--- config.mk ---
export PLATFORM = sky130hd
export DESIGN_NAME = matrix_loader_tx
export DESIGN_NICKNAME = d
export VERILOG_FILES = /design/src/rtl/matrix_loader_tx.sv
export SDC_FILE = /design/constraint.sdc
export NUM_CORES = 1
export LEC_CHECK = 0
export CAP_MARGIN = 40
export CORE_MARGIN = 3
export CORE_UTILIZATION = 50
export DETAILED_ROUTE_END_ITERATION = 8
export DONT_BUFFER_PORTS = 1
export SKIP_LAST_GASP = 1
export SYNTH_ARGS = -nofsm -noshare
export SYNTH_HDL_FRONTEND = slang
export SYNTH_SLANG_ARGS = --single-unit
--- constraint.sdc ---
create_clock -name CLK -period 7.23 [get_ports CLK]
set_input_delay 1.0845 -clock CLK [delete_from_list [all_inputs] [get_ports CLK]]
set_output_delay 1.0845 -clock CLK [all_outputs]
set_load 0.01 [all_outputs]
--- src/rtl/matrix_loader_tx.sv ---
// rtl/matrix_loader_tx.sv - transmit end of the matrix-loader serial protocol
// Emits one job frame: 4 dimension cycles, N element cycles, 2 separator cycles.
module matrix_loader_tx #(
  parameter int DATA_W   = 8,
  parameter int MAX_DIM  = 4,
  parameter int MAX_ELEM = 32,
  parameter int ADDR_W   = 5
) (
  input  logic              CLK,
  input  logic              RST_N,
  input  logic              wr_en,
  input  logic [ADDR_W-1:0] wr_addr,
  input  logic [DATA_W-1:0] wr_data,
  input  logic              start,
  input  logic [DATA_W-1:0] r1,
  input  logic [DATA_W-1:0] c1,
  input  logic [DATA_W-1:0] r2,
  input  logic [DATA_W-1:0] c2,
  output logic [DATA_W-1:0] data_send,
  output logic [1:0]        ctrl_logic,
  output logic              busy,
  output logic              done,
  output logic              err
);

  localparam int PW = 2 * DATA_W;
  localparam logic [DATA_W-1:0] MAX_DIM_V  = DATA_W'(MAX_DIM);
  localparam logic [PW-1:0]     MAX_ELEM_V = PW'(MAX_ELEM);

  typedef enum logic [1:0] {S_IDLE, S_DIMS, S_DATA, S_SEP} state_t;

  logic [DATA_W-1:0] mem [MAX_ELEM];

  state_t            state, state_n;
  logic [1:0]        cnt, cnt_n;
  logic [ADDR_W-1:0] rd_addr, rd_addr_n;
  logic [ADDR_W-1:0] n_last, n_last_n;
  logic [DATA_W-1:0] c1_q, r2_q, c2_q, c1_n, r2_n, c2_n;
  logic [DATA_W-1:0] data_n;
  logic [1:0]        ctrl_n;
  logic              busy_n, done_n, err_n;
  logic [PW-1:0]     prod1, prod2, n_sum;
  logic              dims_ok, start_ok;

  // Element buffer: writable only between frames so a frame sees stable contents.
  always_ff @(posedge CLK) begin
    if (wr_en && !busy)
      mem[wr_addr] <= wr_data;
  end

  always_comb begin
    prod1    = PW'(r1) * PW'(c1);
    prod2    = PW'(r2) * PW'(c2);
    n_sum    = prod1 + prod2;
    dims_ok  = (r1 != '0) && (r1 <= MAX_DIM_V) && (c1 != '0) && (c1 <= MAX_DIM_V) &&
               (r2 != '0) && (r2 <= MAX_DIM_V) && (c2 != '0) && (c2 <= MAX_DIM_V);
    start_ok = dims_ok && (c1 == r2) && (n_sum <= MAX_ELEM_V);
  end

  always_comb begin
    state_n   = state;
    cnt_n     = cnt;
    rd_addr_n = rd_addr;
    n_last_n  = n_last;
    c1_n      = c1_q;
    r2_n      = r2_q;
    c2_n      = c2_q;
    data_n    = data_send;
    ctrl_n    = ctrl_logic;
    busy_n    = busy;
    done_n    = 1'b0;
    err_n     = 1'b0;
    case (state)
      S_IDLE: begin
        if (start) begin
          if (start_ok) begin
            state_n  = S_DIMS;
            cnt_n    = 2'd1;
            c1_n     = c1;
            r2_n     = r2;
            c2_n     = c2;
            n_last_n = ADDR_W'(n_sum - PW'(1));
            data_n   = r1;
            ctrl_n   = 2'd1;
            busy_n   = 1'b1;
          end else begin
            err_n = 1'b1;
          end
        end
      end
      S_DIMS: begin
        cnt_n = cnt + 2'd1;
        case (cnt)
          2'd1:    data_n = c1_q;
          2'd2:    data_n = r2_q;
          default: begin
            data_n    = c2_q;
            rd_addr_n = '0;
            state_n   = S_DATA;
          end
        endcase
      end
      S_DATA: begin
        // rd_addr is already pointing at the next element, so no bubble on the bus.
        data_n    = mem[rd_addr];
        ctrl_n    = 2'd0;
        rd_addr_n = rd_addr + ADDR_W'(1);
        if (rd_addr == n_last) begin
          state_n = S_SEP;
          cnt_n   = 2'd0;
        end
      end
      default: begin
        // Third step drops busy without sampling start, so a start during done is missed.
        data_n = '0;
        ctrl_n = 2'd2;
        cnt_n  = cnt + 2'd1;
        if (cnt == 2'd1)
          done_n = 1'b1;
        if (cnt == 2'd2) begin
          busy_n  = 1'b0;
          state_n = S_IDLE;
        end
      end
    endcase
  end

  always_ff @(posedge CLK or negedge RST_N) begin
    if (!RST_N) begin
      state      <= S_IDLE;
      cnt        <= '0;
      rd_addr    <= '0;
      n_last     <= '0;
      c1_q       <= '0;
      r2_q       <= '0;
      c2_q       <= '0;
      data_send  <= '0;
      ctrl_logic <= 2'd2;
      busy       <= 1'b0;
      done       <= 1'b0;
      err        <= 1'b0;
    end else begin
      state      <= state_n;
      cnt        <= cnt_n;
      rd_addr    <= rd_addr_n;
      n_last     <= n_last_n;
      c1_q       <= c1_n;
      r2_q       <= r2_n;
      c2_q       <= c2_n;
      data_send  <= data_n;
      ctrl_logic <= ctrl_n;
      busy       <= busy_n;
      done       <= done_n;
      err        <= err_n;
    end
  end

endmodule

==> summary.txt <==
Place
  – GP Congestion: 0.787
  – # port buffers: 0
  – Post-DP Area: 17700 sq um
  – DP Wirelength: 25900 microns

Setup path
  – Crit path DAT: 7.16 ns
  – Delay-heaviest family, CP: adder cells
  – Max incr delay on CP: 0.57 ns
  – Crit-path slowest cell: fa_1
  – CP endpoint kind: register
  – CP Class: in2reg
  – Startpoint types: input pin
  – Crit-path cells: and2_1 -> fa_1 -> inv_1 -> fa_1 -> inv_1 -> fa_1 -> fa_1 -> fa_1 -> inv_1 -> fa_1 -> inv_1 -> ha_1 -> and3_1 -> a211o_2 -> o311ai_4 -> or4_4 -> a21oi_2 -> a2bb2oi_4 -> nand3_4 -> buf_4 -> mux2_4
  – Critical path required time: 7.67 ns
  – Buf/Inv on CP: 5
  – CP dominant cell by count: fa_1
  – Max FO, Critical Path: 10

Layout
  – Layout area overhead: 7.77%
  – Layout cells sized above 1: 0.143
  – Layout Nets: 1418
  – Final Core Density: 0.551
  – ANT cells: 0
  – Design area: 18600 sq um
  – Most frequent standard cell in the layout excluding fill and tap cells: edfxtp_1
  – Commonest cells after routing, fill and taps aside: edfxtp_1 (256), inv_1 (146), nand2_1 (101), fa_1 (96), and2_1 (94)
  – Layout fillers: 2752

Clock network
  – Setup Buffers After CTS: 0
  – TritonCTS Buffers: 31
  – Num Clock Sinks: 307
  – Clk pin slew, worst setup/hold paths: 0.06 ns
  – CTS tree: built
  – Worst skew pair latency: 0.57 ns
  – Clock root buffer: clkbuf_16
  – Longest Clk Path Bufs: 3
  – Post-CTS sizing: 0
  – H-Tree Depth: 1
  – Count of hold-fix buffers inserted at cts: 0

Floorplanning
  – Row count: 67
  – Initial Utilization: 0.511
  – Die Span Y: 192 microns
  – Io pins: 62
  – Die W: 192 microns
  – Core outline area: 33800 sq um
  – Die ar.: 36800 sq um

Route
  – Wire per inst: 22.4 microns
  – DRC Markers: 0
  – Final ANT Viol Nets: 0
  – Vias per Instance: 5.64
  – Final WL: 37500 microns
  – DRT Pass-1 Iters: 5
  – Via count: 9427
  – DR iter-0 viols: 646

Timing
  – Fin crit period: 6.72 ns
  – Worst Tran Pin Value: 0.860 ns
  – Hold Fails Final Rpt: 0
  – Tcrit/Tclk final: 0.929
  – Slew HR: 0.425
  – Final setup vio count: 0
  – RSZ-0062 raised after global routing: no
  – Final Skew: 0.0162 ns
  – Fmax: 149 MHz
  – Max Slew Vio Count: 0

Pwr
  – Pwr Total: 6.90 mW
  – Static Leak: 7.30 nW
  – PwrDens: 370 nW/um^2
  – VDD IR max: 0.000327 V

GRT
  – Vias in the first global route: 10.0k
  – GRT Total Usage: 0.215
  – Aggregate global routing overflow: 0
  – Largest net degree at the start of global routing: 52
  – First-pass GRT wire length: 59900 microns
  – Initial antenna violation count: 2

Run
  – Max Cap Viol: 0

Logic synthesis
  – Syn. warnings: 0
  – Top FF cell, synth: edfxtp_1
  – Mean post-synth cell area: 14.2 sq um
  – Post-synth EDFFs: 256
  – Flops & latches, synth: 307
  – Post-synth net total: 1432
  – Post-Syn Instances: 1216
  – Async SR Flop Fraction: 0.166
  – Post-synthesis cell area: 17300 sq um
  – Post-synth cell types: 81
  – Register area share after synthesis: 0.519

Run status
  – Status: completed

Worst hold path
  – Hold crit path type: in2async
[synthesized netlist by cell type, types with 10 or more instances]
| master | instances | area, sq um |
|---|---|---|
| mux2_4 | 13 | 195 |
| inv_1 | 146 | 548 |
| a21oi_1 | 10 | 50.1 |
| nand2_1 | 101 | 379 |
| xnor2_1 | 12 | 105 |
| dfrtp_1 | 50 | 1250 |
| fa_1 | 96 | 1920 |
| clkbuf_1 | 49 | 184 |
| edfxtp_1 | 256 | 7690 |
| o21ai_0 | 15 | 75.1 |
| ha_1 | 71 | 888 |
| mux4_2 | 80 | 1800 |
| nor2_1 | 58 | 218 |
| and2_1 | 94 | 588 |
| nor4_1 | 13 | 81.3 |
[cell families (layout without fill, tap and decap cells)]
kind of cell,count (synthesis),after routing,synth area share
flops,307,307,0.519
simple gates,319,319,0.0958
xor+xnor,20,20,0.0109
buf+inv,214,222,0.0501
compound gates,84,84,0.0386
mux,105,105,0.123
fa+ha+maj,167,167,0.163
[per-stage QoR]
stage                     setup TNS, ns  hold slack (ns)  worst slack, ns  cells
after detailed placement          -1.06            0.471          -0.0698   1617
after global placement          -0.0735            0.470         -0.00946   1612
after global routing                  0            0.192            0.270   1672
after floorplan                       0            0.454           0.0252   1216
after CTS                             0            0.193            0.503   1672
final                                 0            0.222            0.513   1672
[worst register-to-register path: cells and delay by family, from the launching register on]
family | cells | cell delay [ns]
AO/OA/AOI/OAI | 1 | 0.35
flip-flops | 1 | 0.97
AND/OR/NAND/NOR | 3 | 0.28
buffers and inverters | 1 | 0.66
multiplexers | 3 | 1.45
[path summary, 6_finish.rpt]
path                                   startpoint                        end  slack (ns)  cells after the start
setup / recovery                            c2[7]        c1_q[1]$_DFFE_PN0P_        0.51                     21
hold / removal                              RST_N        c1_q[7]$_DFFE_PN0P_        0.22                      0
setup reg to reg           rd_addr[0]$_DFFE_PN0P_   data_send[3]$_DFFE_PN0P_        3.40                      8
hold reg to reg               c1_q[3]$_DFFE_PN0P_        c1_q[3]$_DFFE_PN0P_        0.49                      1
max in group asynchronous                   RST_N  ctrl_logic[1]$_DFFE_PN1P_        6.82                      0
min in group CLK              c1_q[3]$_DFFE_PN0P_        c1_q[3]$_DFFE_PN0P_        0.49                      1
[where the power goes]
group          switching, mW  total [mW]  internal [mW]
combinational           1.83        3.39           1.55
clock                  0.641        1.49          0.853
sequential            0.0655        2.02           1.95
total                   2.54        6.90           4.36
[state kept, by name (all words and copies together) (netlist names)]
| name | flops |
|---|---|
| data_send | 8 |
| mem | 256 |
| r2_q | 8 |
| c2_q | 8 |
| done | 1 |
| c1_q | 8 |
| cnt | 2 |
| busy | 1 |
| err | 1 |
| n_last | 5 |
| state | 2 |
| ctrl_logic | 2 |
| rd_addr | 5 |
[area by class of cell]
| class | count | area, sq um | share of cell area |
|---|---|---|---|
| Sequential cell | 307 | 8970 | 0.482 |
| Clock buffer | 38 | 802 | 0.0431 |
| Inverter | 148 | 556 | 0.0298 |
| Tap cell | 448 | 561 | 0.0301 |
| Clock inverter | 17 | 135 | 0.00726 |
| Multi-Input combinational cell | 695 | 7450 | 0.400 |
| Timing Repair Buffer | 19 | 150 | 0.00806 |
[routing by layer]
metal,routed length [microns],vias to the layer above,track usage
met5,0,-,0
met2,18700,238,0.361
li1,-,4276,-
met3,2110,44,0.0345
met1,15900,4869,0.300
met4,695,0,0.0429
(Power assumes the default switching activity.)
